**src/rtl/apb_master_arb_ctrl.sv**
```systemverilog
// APB master controller: round-robin arbitration over NUM_REQ requesters, address
// decode to one-hot PSELx, IDLE/SETUP/ACCESS sequencing with wait-state timeout.
module apb_master_arb_ctrl #(
    parameter int NUM_REQ       = 4,
    parameter int ADDRESS_WIDTH = 32,
    parameter int DATA_WIDTH    = 32,
    parameter int NO_OF_SLAVES  = 16,
    parameter int SLV_SEL_LSB   = 28,
    parameter int TIMEOUT       = 16
) (
    input  logic                              pclk,
    input  logic                              preset_n,
    input  logic [NUM_REQ-1:0]                req_valid,
    output logic [NUM_REQ-1:0]                req_ready,
    input  logic [NUM_REQ*ADDRESS_WIDTH-1:0]  req_addr,
    input  logic [NUM_REQ-1:0]                req_write,
    input  logic [NUM_REQ*DATA_WIDTH-1:0]     req_wdata,
    input  logic [NUM_REQ*(DATA_WIDTH/8)-1:0] req_strb,
    input  logic [NUM_REQ*3-1:0]              req_prot,
    output logic                              rsp_valid,
    output logic [2:0]                        rsp_id,
    output logic [DATA_WIDTH-1:0]             rsp_rdata,
    output logic                              rsp_slverr,
    output logic                              rsp_decerr,
    output logic                              rsp_timeout,
    output logic [NO_OF_SLAVES-1:0]           pselx,
    output logic                              penable,
    output logic                              pwrite,
    output logic [ADDRESS_WIDTH-1:0]          paddr,
    output logic [DATA_WIDTH-1:0]             pwdata,
    output logic [DATA_WIDTH/8-1:0]           pstrb,
    output logic [2:0]                        pprot,
    input  logic [DATA_WIDTH-1:0]             prdata,
    input  logic                              pready,
    input  logic                              pslverr,
    output logic [1:0]                        state
);
    localparam int STRB_W = DATA_WIDTH / 8;
    localparam int CNT_W  = (TIMEOUT > 1) ? $clog2(TIMEOUT + 1) : 1;

    typedef enum logic [1:0] {
        IDLE_S   = 2'b00,
        SETUP_S  = 2'b01,
        ACCESS_S = 2'b10,
        DECERR_S = 2'b11
    } op_state_e;

    op_state_e                 st_q, st_d;
    logic [2:0]                last_q, last_d;
    logic [CNT_W-1:0]          cnt_q, cnt_d;
    logic [NO_OF_SLAVES-1:0]   pselx_q, pselx_d;
    logic                      penable_q, penable_d;
    logic                      pwrite_q, pwrite_d;
    logic [ADDRESS_WIDTH-1:0]  paddr_q, paddr_d;
    logic [DATA_WIDTH-1:0]     pwdata_q, pwdata_d;
    logic [STRB_W-1:0]         pstrb_q, pstrb_d;
    logic [2:0]                pprot_q, pprot_d;
    logic                      rsp_valid_q, rsp_valid_d;
    logic [2:0]                rsp_id_q, rsp_id_d;
    logic [DATA_WIDTH-1:0]     rsp_rdata_q, rsp_rdata_d;
    logic                      rsp_slverr_q, rsp_slverr_d;
    logic                      rsp_decerr_q, rsp_decerr_d;
    logic                      rsp_timeout_q, rsp_timeout_d;

    logic [7:0]                req_valid_pad;
    logic [3:0]                rr_idx;
    logic                      grant_vld;
    logic [2:0]                grant_idx;
    logic [ADDRESS_WIDTH-1:0]  g_addr;
    logic                      g_write;
    logic [DATA_WIDTH-1:0]     g_wdata;
    logic [STRB_W-1:0]         g_strb;
    logic [2:0]                g_prot;
    logic [3:0]                g_slv;
    logic                      dec_ok;
    logic                      tmo_fire, done, arb_en;

    assign req_valid_pad = 8'(req_valid);

    always_comb begin
        tmo_fire = (TIMEOUT > 0) && (st_q == ACCESS_S) && !pready
                   && (cnt_q == CNT_W'(TIMEOUT - 1));
        done     = (st_q == ACCESS_S) && (pready || tmo_fire);
        arb_en   = (st_q == IDLE_S) || done;
    end

    // Search starts one past the last grant so the previous winner is lowest priority
    always_comb begin
        grant_vld = 1'b0;
        grant_idx = '0;
        rr_idx    = '0;
        for (int k = 1; k <= NUM_REQ; k++) begin
            rr_idx = {1'b0, last_q} + 4'(k);
            if (rr_idx >= 4'(NUM_REQ))
                rr_idx = rr_idx - 4'(NUM_REQ);
            if (arb_en && !grant_vld && req_valid_pad[rr_idx[2:0]]) begin
                grant_vld = 1'b1;
                grant_idx = rr_idx[2:0];
            end
        end
    end

    always_comb begin
        req_ready = '0;
        g_addr    = '0;
        g_write   = 1'b0;
        g_wdata   = '0;
        g_strb    = '0;
        g_prot    = '0;
        for (int i = 0; i < NUM_REQ; i++) begin
            if (grant_idx == 3'(i)) begin
                g_addr       = req_addr[i*ADDRESS_WIDTH +: ADDRESS_WIDTH];
                g_write      = req_write[i];
                g_wdata      = req_wdata[i*DATA_WIDTH +: DATA_WIDTH];
                g_strb       = req_strb[i*STRB_W +: STRB_W];
                g_prot       = req_prot[i*3 +: 3];
                req_ready[i] = grant_vld;
            end
        end
        g_slv  = g_addr[SLV_SEL_LSB +: 4];
        dec_ok = int'(g_slv) < NO_OF_SLAVES;
    end

    always_comb begin
        st_d          = st_q;
        last_d        = last_q;
        cnt_d         = cnt_q;
        pselx_d       = pselx_q;
        penable_d     = penable_q;
        pwrite_d      = pwrite_q;
        paddr_d       = paddr_q;
        pwdata_d      = pwdata_q;
        pstrb_d       = pstrb_q;
        pprot_d       = pprot_q;
        rsp_valid_d   = 1'b0;
        rsp_id_d      = '0;
        rsp_rdata_d   = '0;
        rsp_slverr_d  = 1'b0;
        rsp_decerr_d  = 1'b0;
        rsp_timeout_d = 1'b0;
        case (st_q)
            SETUP_S: begin
                penable_d = 1'b1;
                cnt_d     = '0;
                st_d      = ACCESS_S;
            end
            ACCESS_S: begin
                if (done) begin
                    rsp_valid_d = 1'b1;
                    rsp_id_d    = last_q;
                    if (tmo_fire) begin
                        rsp_slverr_d  = 1'b1;
                        rsp_timeout_d = 1'b1;
                    end else begin
                        rsp_slverr_d = pslverr;
                        rsp_rdata_d  = (!pwrite_q && !pslverr) ? prdata : '0;
                    end
                    pselx_d   = '0;
                    penable_d = 1'b0;
                    st_d      = IDLE_S;
                end else begin
                    cnt_d = cnt_q + CNT_W'(1);
                end
            end
            DECERR_S: begin
                rsp_valid_d  = 1'b1;
                rsp_id_d     = last_q;
                rsp_slverr_d = 1'b1;
                rsp_decerr_d = 1'b1;
                st_d         = IDLE_S;
            end
            default: ;
        endcase
        // A grant overrides the completion path, giving back-to-back SETUP
        if (grant_vld) begin
            last_d    = grant_idx;
            penable_d = 1'b0;
            if (dec_ok) begin
                st_d     = SETUP_S;
                pselx_d  = NO_OF_SLAVES'(1) << g_slv;
                paddr_d  = g_addr;
                pwrite_d = g_write;
                pwdata_d = g_write ? g_wdata : '0;
                pstrb_d  = g_write ? g_strb : '0;
                pprot_d  = g_prot;
            end else begin
                st_d    = DECERR_S;
                pselx_d = '0;
            end
        end
    end

    always_ff @(posedge pclk or negedge preset_n) begin
        if (!preset_n) begin
            st_q          <= IDLE_S;
            last_q        <= 3'(NUM_REQ - 1);
            cnt_q         <= '0;
            pselx_q       <= '0;
            penable_q     <= 1'b0;
            pwrite_q      <= 1'b0;
            paddr_q       <= '0;
            pwdata_q      <= '0;
            pstrb_q       <= '0;
            pprot_q       <= '0;
            rsp_valid_q   <= 1'b0;
            rsp_id_q      <= '0;
            rsp_rdata_q   <= '0;
            rsp_slverr_q  <= 1'b0;
            rsp_decerr_q  <= 1'b0;
            rsp_timeout_q <= 1'b0;
        end else begin
            st_q          <= st_d;
            last_q        <= last_d;
            cnt_q         <= cnt_d;
            pselx_q       <= pselx_d;
            penable_q     <= penable_d;
            pwrite_q      <= pwrite_d;
            paddr_q       <= paddr_d;
            pwdata_q      <= pwdata_d;
            pstrb_q       <= pstrb_d;
            pprot_q       <= pprot_d;
            rsp_valid_q   <= rsp_valid_d;
            rsp_id_q      <= rsp_id_d;
            rsp_rdata_q   <= rsp_rdata_d;
            rsp_slverr_q  <= rsp_slverr_d;
            rsp_decerr_q  <= rsp_decerr_d;
            rsp_timeout_q <= rsp_timeout_d;
        end
    end

    assign pselx       = pselx_q;
    assign penable     = penable_q;
    assign pwrite      = pwrite_q;
    assign paddr       = paddr_q;
    assign pwdata      = pwdata_q;
    assign pstrb       = pstrb_q;
    assign pprot       = pprot_q;
    assign rsp_valid   = rsp_valid_q;
    assign rsp_id      = rsp_id_q;
    assign rsp_rdata   = rsp_rdata_q;
    assign rsp_slverr  = rsp_slverr_q;
    assign rsp_decerr  = rsp_decerr_q;
    assign rsp_timeout = rsp_timeout_q;
    // The decode-error hold cycle is invisible on the state port
    assign state       = (st_q == DECERR_S) ? 2'b00 : st_q;

endmodule
```
**config.mk**
```make
export PLATFORM = sky130hd
export DESIGN_NAME = apb_master_arb_ctrl
export DESIGN_NICKNAME = d
export VERILOG_FILES = /design/src/rtl/apb_master_arb_ctrl.sv
export SDC_FILE = /design/constraint.sdc
export NUM_CORES = 1
export LEC_CHECK = 0
export CORE_AREA = 2 2 181 183
export CTS_CLUSTER_DIAMETER = 120
export DETAILED_ROUTE_END_ITERATION = 7
export DIE_AREA = 0 0 183 185
export GPL_TIMING_DRIVEN = 0
export SLEW_MARGIN = 0
export SYNTH_ARGS = -nofsm -noshare
export SYNTH_HDL_FRONTEND = slang
export SYNTH_SLANG_ARGS = --single-unit
```
**constraint.sdc**
```tcl
create_clock -name pclk -period 5.5 [get_ports pclk]
set_clock_uncertainty 0.15 [all_clocks]
set_input_delay 0.55 -clock pclk [delete_from_list [all_inputs] [get_ports pclk]]
set_output_delay 0.55 -clock pclk [all_outputs]
set_load 0.01 [all_outputs]
```
Word level (Yosys, flattened, before mapping)
Cells that the tools add are included.
- multiplexer cells: 73
- $lt $le $gt $ge: 8
- eq/ne operators: 9
- add/subtract/negate cells: 9
- shifts and indexed selects: 1
- reductions and logical operators: 30
- operator list (cell ; count):
    $mux W32 ; 13
    $mux W16 ; 3
    $mux W3 ; 13
    $mux W1 ; 25
    $mux W4 ; 5
    $ge A4 B3 Y1 const B ; 4
    $lt A3 B4 Y1 const B ; 4
    $shl A1 B4 Y16 const A ; 1
    $bmux W1 S3 ; 4
    $sub A3 B3 Y3 const B ; 4
    $logic_and A1 B1 Y1 ; 11
    $pmux W5 S2 ; 1
    $add A3 B2 Y4 const B ; 2
    $reduce_and A2 Y1 ; 4
    $eq A3 B2 Y1 const B ; 2
    $logic_not A1 Y1 ; 6
    $mux W2 ; 3
    $pmux W1 S2 ; 3
    $pmux W2 S3 ; 1
    $pmux W3 S2 ; 1
    $reduce_bool A2 Y1 ; 3
    $add A5 B1 Y5 const B ; 1
    $eq A5 B4 Y1 const B ; 1
    $mux W5 ; 1
    other kinds (12) ; 14
- bits of input ports: 328
- output and inout port bits: 134
- register bits: 138

Logic depth before layout (Yosys ltp)
- depth in word-level cells: 27
- gate-level depth with buffers: 16
- gate-level depth less buffers: 11

Worst setup path before layout
Ideal clock, no wire load.
- path kind: register to output
- from: register last_q[0]
- to: output req_ready[0]
- cell stages (with the launch flop): 15
- path slack: 1.233 ns
- data required time: 4.800 ns
- data arrival time: 3.567 ns
- path through: dfstp_2 buf_6 clkbuf_1 inv_1 clkbuf_1 ha_1 and2_1 o311ai_2 o22ai_2 a32o_1 buf_6 buf_8 buf_4 buf_2 nor3_1
- longest elaborated chain between the ends: 21
- elaborated cells on any way between the ends: 44
- those cells by class: 8 x add/sub; 4 x order compare; 21 x mux; 11 x reduce/logical
- ends and longest elaborated chain (element ; RTL line ; RTL):
    start: declaration ; 49 ; logic [2:0] last_q, last_d;
    start signal: assignment ; 196 ; last_q <= 3'(NUM_REQ - 1);
    start signal: assignment ; 213 ; last_q <= last_d;
    $add A3 B1 Y4 ; 93 ; rr_idx = {1'b0, last_q} + 4'(k);
    $ge A4 B3 Y1 / $sub A3 B3 Y3 (equally long branches) ; 94, 95 ;
    $mux W3 ; 94 ; if (rr_idx >= 4'(NUM_REQ))
    $bmux W1 S3 ; 96 ; if (arb_en && !grant_vld && req_valid_pad[rr_idx[2:0]]) begin
    $mux W1 (not written as such) ; 96 ;
    $logic_and A1 B1 Y1 ; 96 ;
    $mux W1 ; 96 ;
    $logic_not A1 Y1 ; 96 ;
    [3 not listed] ; - ;
    $logic_not A1 Y1 ; 96 ;
    $logic_and A1 B1 Y1 (2 in a row) ; 96 ;
    $mux W1 ; 96 ;
    $logic_not A1 Y1 ; 96 ;
    $logic_and A1 B1 Y1 (2 in a row) ; 96 ;
    $mux W3 ; 96 ;
    $logic_not A3 Y1 ; 111 ; if (grant_idx == 3'(i)) begin
    $mux W1 * ; 111 ;
    end: declaration ; 14 ; output logic [NUM_REQ-1:0] req_ready,
Every way passes the cells marked *; elsewhere a longest branch is shown, timed or not. The select of a mux whose other input is x is not followed.

Worst setup path in the final report
- from: register last_q[0]
- to: output req_ready[3]
- longest elaborated chain between the ends: 21
- elaborated cells on any way between the ends: 44
- those cells by class: 8 x add/sub; 4 x order compare; 1 x eq/ne; 21 x mux; 10 x reduce/logical
- ends and longest elaborated chain (element ; RTL line):
    $add A3 B1 Y4 ; 93
    $ge A4 B3 Y1 / $sub A3 B3 Y3 (equally long branches) ; 94, 95
    $mux W3 ; 94
    $bmux W1 S3 ; 96
    $mux W1 (not written as such) ; 96
    $logic_and A1 B1 Y1 ; 96
    $mux W1 ; 96
    $logic_not A1 Y1 ; 96
    [3 not listed] ; -
    $logic_not A1 Y1 ; 96
    $logic_and A1 B1 Y1 (2 in a row) ; 96
    $mux W1 ; 96
    $logic_not A1 Y1 ; 96
    $logic_and A1 B1 Y1 (2 in a row) ; 96
    $mux W3 ; 96
    $eq A3 B2 Y1 ; 111
    $mux W1 * ; 111
Marked as above.

==> impl_metrics.csv <==
group,metric,value,unit
sta,layout_min_cycle_time,5.18,ns
clock_tree,cts_root_buf,"clkbuf_16",
sta,slew_viol_final,0,
critical_path,path_cells,"buf_6, clkbuf_2, inv_1, clkbuf_2, ha_2, and2_1, or3_4, a211o_1, a21oi_2, nor3_4, clkbuf_2, buf_4, nor2_1, clkdlybuf4s50_1",
global_route,antenna_found_initial,2,
layout,fill_cells,3152,
critical_path,worstPathRequired,4.80,ns
layout,finalInstanceArea,14000,um2
yosys,syn_avg_cell_area,9.49,um2
yosys,synthArstFlopShare,100,%
critical_path,worstPathArrival,4.48,ns
sta,tightest_slew,0.864,ns
sta,fin_crit_sh,94.2,%
critical_path,crit_family,"buffers and inverters",
sta,max_slew_margin,41.6,%
drt,vias,8811,
outcome,status,"finished clean",
yosys,ys_seq_elements,138,
drt,totalWireLength,38700,um
critical_path,crit_type,"reg2out",
critical_path,cpMaxStageDelayCell,"clkdlybuf4s50_1",
pwr,powerDensity,182,nW/um2
floorplan,rows,66,
critical_path,critical_path.max_stage_delay,0.57,ns
floorplan,dieArea,33900,um2
clock_tree,cts.sinks,138,
drt,drt-wirelength-per-cell,21.9,um
pwr,leakagePower,6.07,nW
critical_path,crit_fanout,10,
global_route,overflow,0,
critical_path,crit_path_end,"req_ready[3]",
drt,drt_drc_violations_left,0,
clock_tree,cts_max_level,4,
layout,area_growth,71.1,%
placement,gp_routability_congestion,0.911,
critical_path,r2r_end,"paddr[27]",
critical_path,crit_start,"last_q[0]",
drt,drtPass1Iterations,5,
pwr,peakVddDrop,185,uV
critical_path,cp-start-kind,"flop",
layout,layout.nets,1674,
sta,setup_slack,0.320,ns
layout,drive_above_1_share,8.27,%
global_route,grt_usage,22.0,%
sta,rsz0062_at_grt,"no",
clock_tree,cts_buffers,17,
global_route,grt_pass1_vias,8662,
placement,place_area,13300,um2
sta,finalSetupViolations,0,
critical_path,cp-end-kind,"output port",
clock_tree,cts_tree,"built",
sta,clock.fmax,193,MHz
clock_tree,cts_buffer_depth,2,
floorplan,die_w,183,um
clock_tree,clk_latency,0.42,ns
floorplan,start_util,25.5,%
yosys,synth_seq_area_share,42.4,%
yosys,ys.flop_type,"dfrtp_1",
drt,antenna_left,0,
placement,dp_hpwl,30900,um
critical_path,path_common_cell,"clkbuf_2",
floorplan,die_h,185,um
clock_tree,path_clk_slew,0.07,ns
critical_path,r2r-start,"last_q[0]",
global_route,grt_pass1_wl,55100,um
critical_path,r2r_slack,0.82,ns
floorplan,core,32000,um2
sta,final_hold_viol_count,0,
yosys,netlist_area,8160,um2
placement,pre_cts_slack,-0.177,ns
placement,io_buffers,461,
min_path,holdCritStartpoint,"paddr[3]",
yosys,syn_nets,1192,
min_path,hold_class,"reg2reg",
yosys,syn_inst,860,
critical_path,crit_buf_inv,7,
critical_path,cp.depth,14,
floorplan,io_pins,462,
global_route,grt_max_degree,95,
yosys,synth_warnings,0,
job,drv_cap,0,
drt,dr.first_iter.drc_count,594,
drt,viasPerCell,4.99,
yosys,synth_edf_count,0,
critical_path,ff2ff_path_depth,13,
yosys,synth_cell_types,72,
==> area by class of cell <==
class | count | area, um2 | area share, %
repair buffers | 465 | 4670 | 33.4
clock inverters | 14 | 159 | 1.14
inverters | 8 | 30.0 | 0.215
well taps | 408 | 510 | 3.66
clock buffers | 18 | 429 | 3.07
plain buffers | 73 | 440 | 3.15
diodes | 1 | 2.50 | 0.0179
flip-flops and latches | 138 | 3460 | 24.8
multi-input cells | 639 | 4270 | 30.6
==> placed cells by master (no fill, tap or decap), types with 3 or more instances in the layout <==
master / count
a21oi_1: 12
and2b_1: 42
a32o_1: 13
and3_1: 3
a211oi_1: 70
and2_1: 42
mux2i_2: 3
o31ai_1: 5
mux2i_1: 7
clkbuf_1: 30
nand3_1: 7
buf_4: 8
o21ai_0: 13
nor3_1: 11
ha_1: 3
a22o_1: 37
a31oi_1: 36
clkdlybuf4s50_1: 459
or3_1: 4
a41o_1: 3
clkbuf_2: 5
a21o_1: 34
o22ai_1: 3
o2111ai_1: 3
inv_1: 7
buf_6: 15
nor2_1: 15
dfrtp_1: 136
nand2_1: 164
clkbuf_16: 17
a311oi_1: 31
buf_2: 17
nor2b_1: 27
inv_6: 6
==> through the flow <==
step                      cells  setup TNS [ns]  hold slack, ns  util (%)  total power [mW]
after floorplan             860               0           0.104         -              1.09
after global placement     1729         -293.71           0.309      41.5              1.37
after detailed placement   1730          -0.509           0.315      41.5              1.37
after CTS                  1764               0           0.327      43.5              2.57
after global routing       1764               0           0.341      43.6              2.63
final                      1764               0           0.326      43.6              2.54
==> Yosys cell counts, types with 19 or more instances <==
master	n	area, um2
buf_2	19	95.1
a31oi_1	36	225
and2b_1	42	315
a21o_1	34	255
a311oi_1	31	272
and2_1	42	263
a211oi_1	70	526
a22o_1	37	324
dfrtp_1	136	3400
nor2b_1	27	169
nand2_1	164	616
clkbuf_1	35	131
==> report_power, final <==
part           leakage [nW]  internal [mW]  switching, mW  total (mW)
clock                 0.288          0.681          0.505        1.19
combinational          3.87          0.236          0.101       0.337
sequential             1.91           1.01              0        1.01
total                  6.07           1.93          0.606        2.54
==> worst min path at each step <==
stage	to	slack, ns	cells after the start
after floorplan	cnt_q[0]	0.10	0
after global routing	paddr[3]	0.34	1
after detailed placement	paddr[30]	0.31	1
after CTS	paddr[30]	0.33	1
final	paddr[3]	0.33	1
after global placement	paddr[3]	0.31	1
==> logic make-up (layout without fill, tap and decap cells) <==
family / Yosys count / after routing / synth area share (%)
other cells: 0 / 1 / 0
buf+inv: 83 / 578 / 5.77
flops: 138 / 138 / 42.4
fa+ha+maj: 4 / 4 / 0.613
compound gates: 291 / 291 / 28.3
simple gates: 330 / 330 / 20.7
mux: 14 / 14 / 2.19
==> what timing repair did <==
item | in CTS | in global routing
resized for setup | 7 | 9
setup endpoints to repair | 4 | 3
hold endpoints to repair | 44 | 0
pin swaps | 3 | 0
buffers inserted | 2 | 0
hold buffers | 1 | 0
==> state kept, by name, indices dropped and copies added, names as in the netlist <==
signal	cells
rsp_slverr	1
pwrite	1
pstrb	4
last_q	3
rsp_id	3
st_q	2
penable	1
rsp_decerr	1
cnt_q	5
pprot	3
rsp_timeout	1
paddr	32
pselx	16
rsp_valid	1
rsp_rdata	32
pwdata	32
==> routing by layer <==
| layer | vias up | GRT usage [%] | part of all wire [%] |
|---|---|---|---|
| li1 | 4134 | - | - |
| met1 | 4302 | 26.9 | 40 |
| met2 | 341 | 39.6 | 52 |
| met3 | 32 | 4.74 | 5.8 |
| met4 | 2 | 4.48 | 1.4 |
| met5 | - | 0 | 0.021 |
No activity file was read; power rests on OpenSTA's default activity.
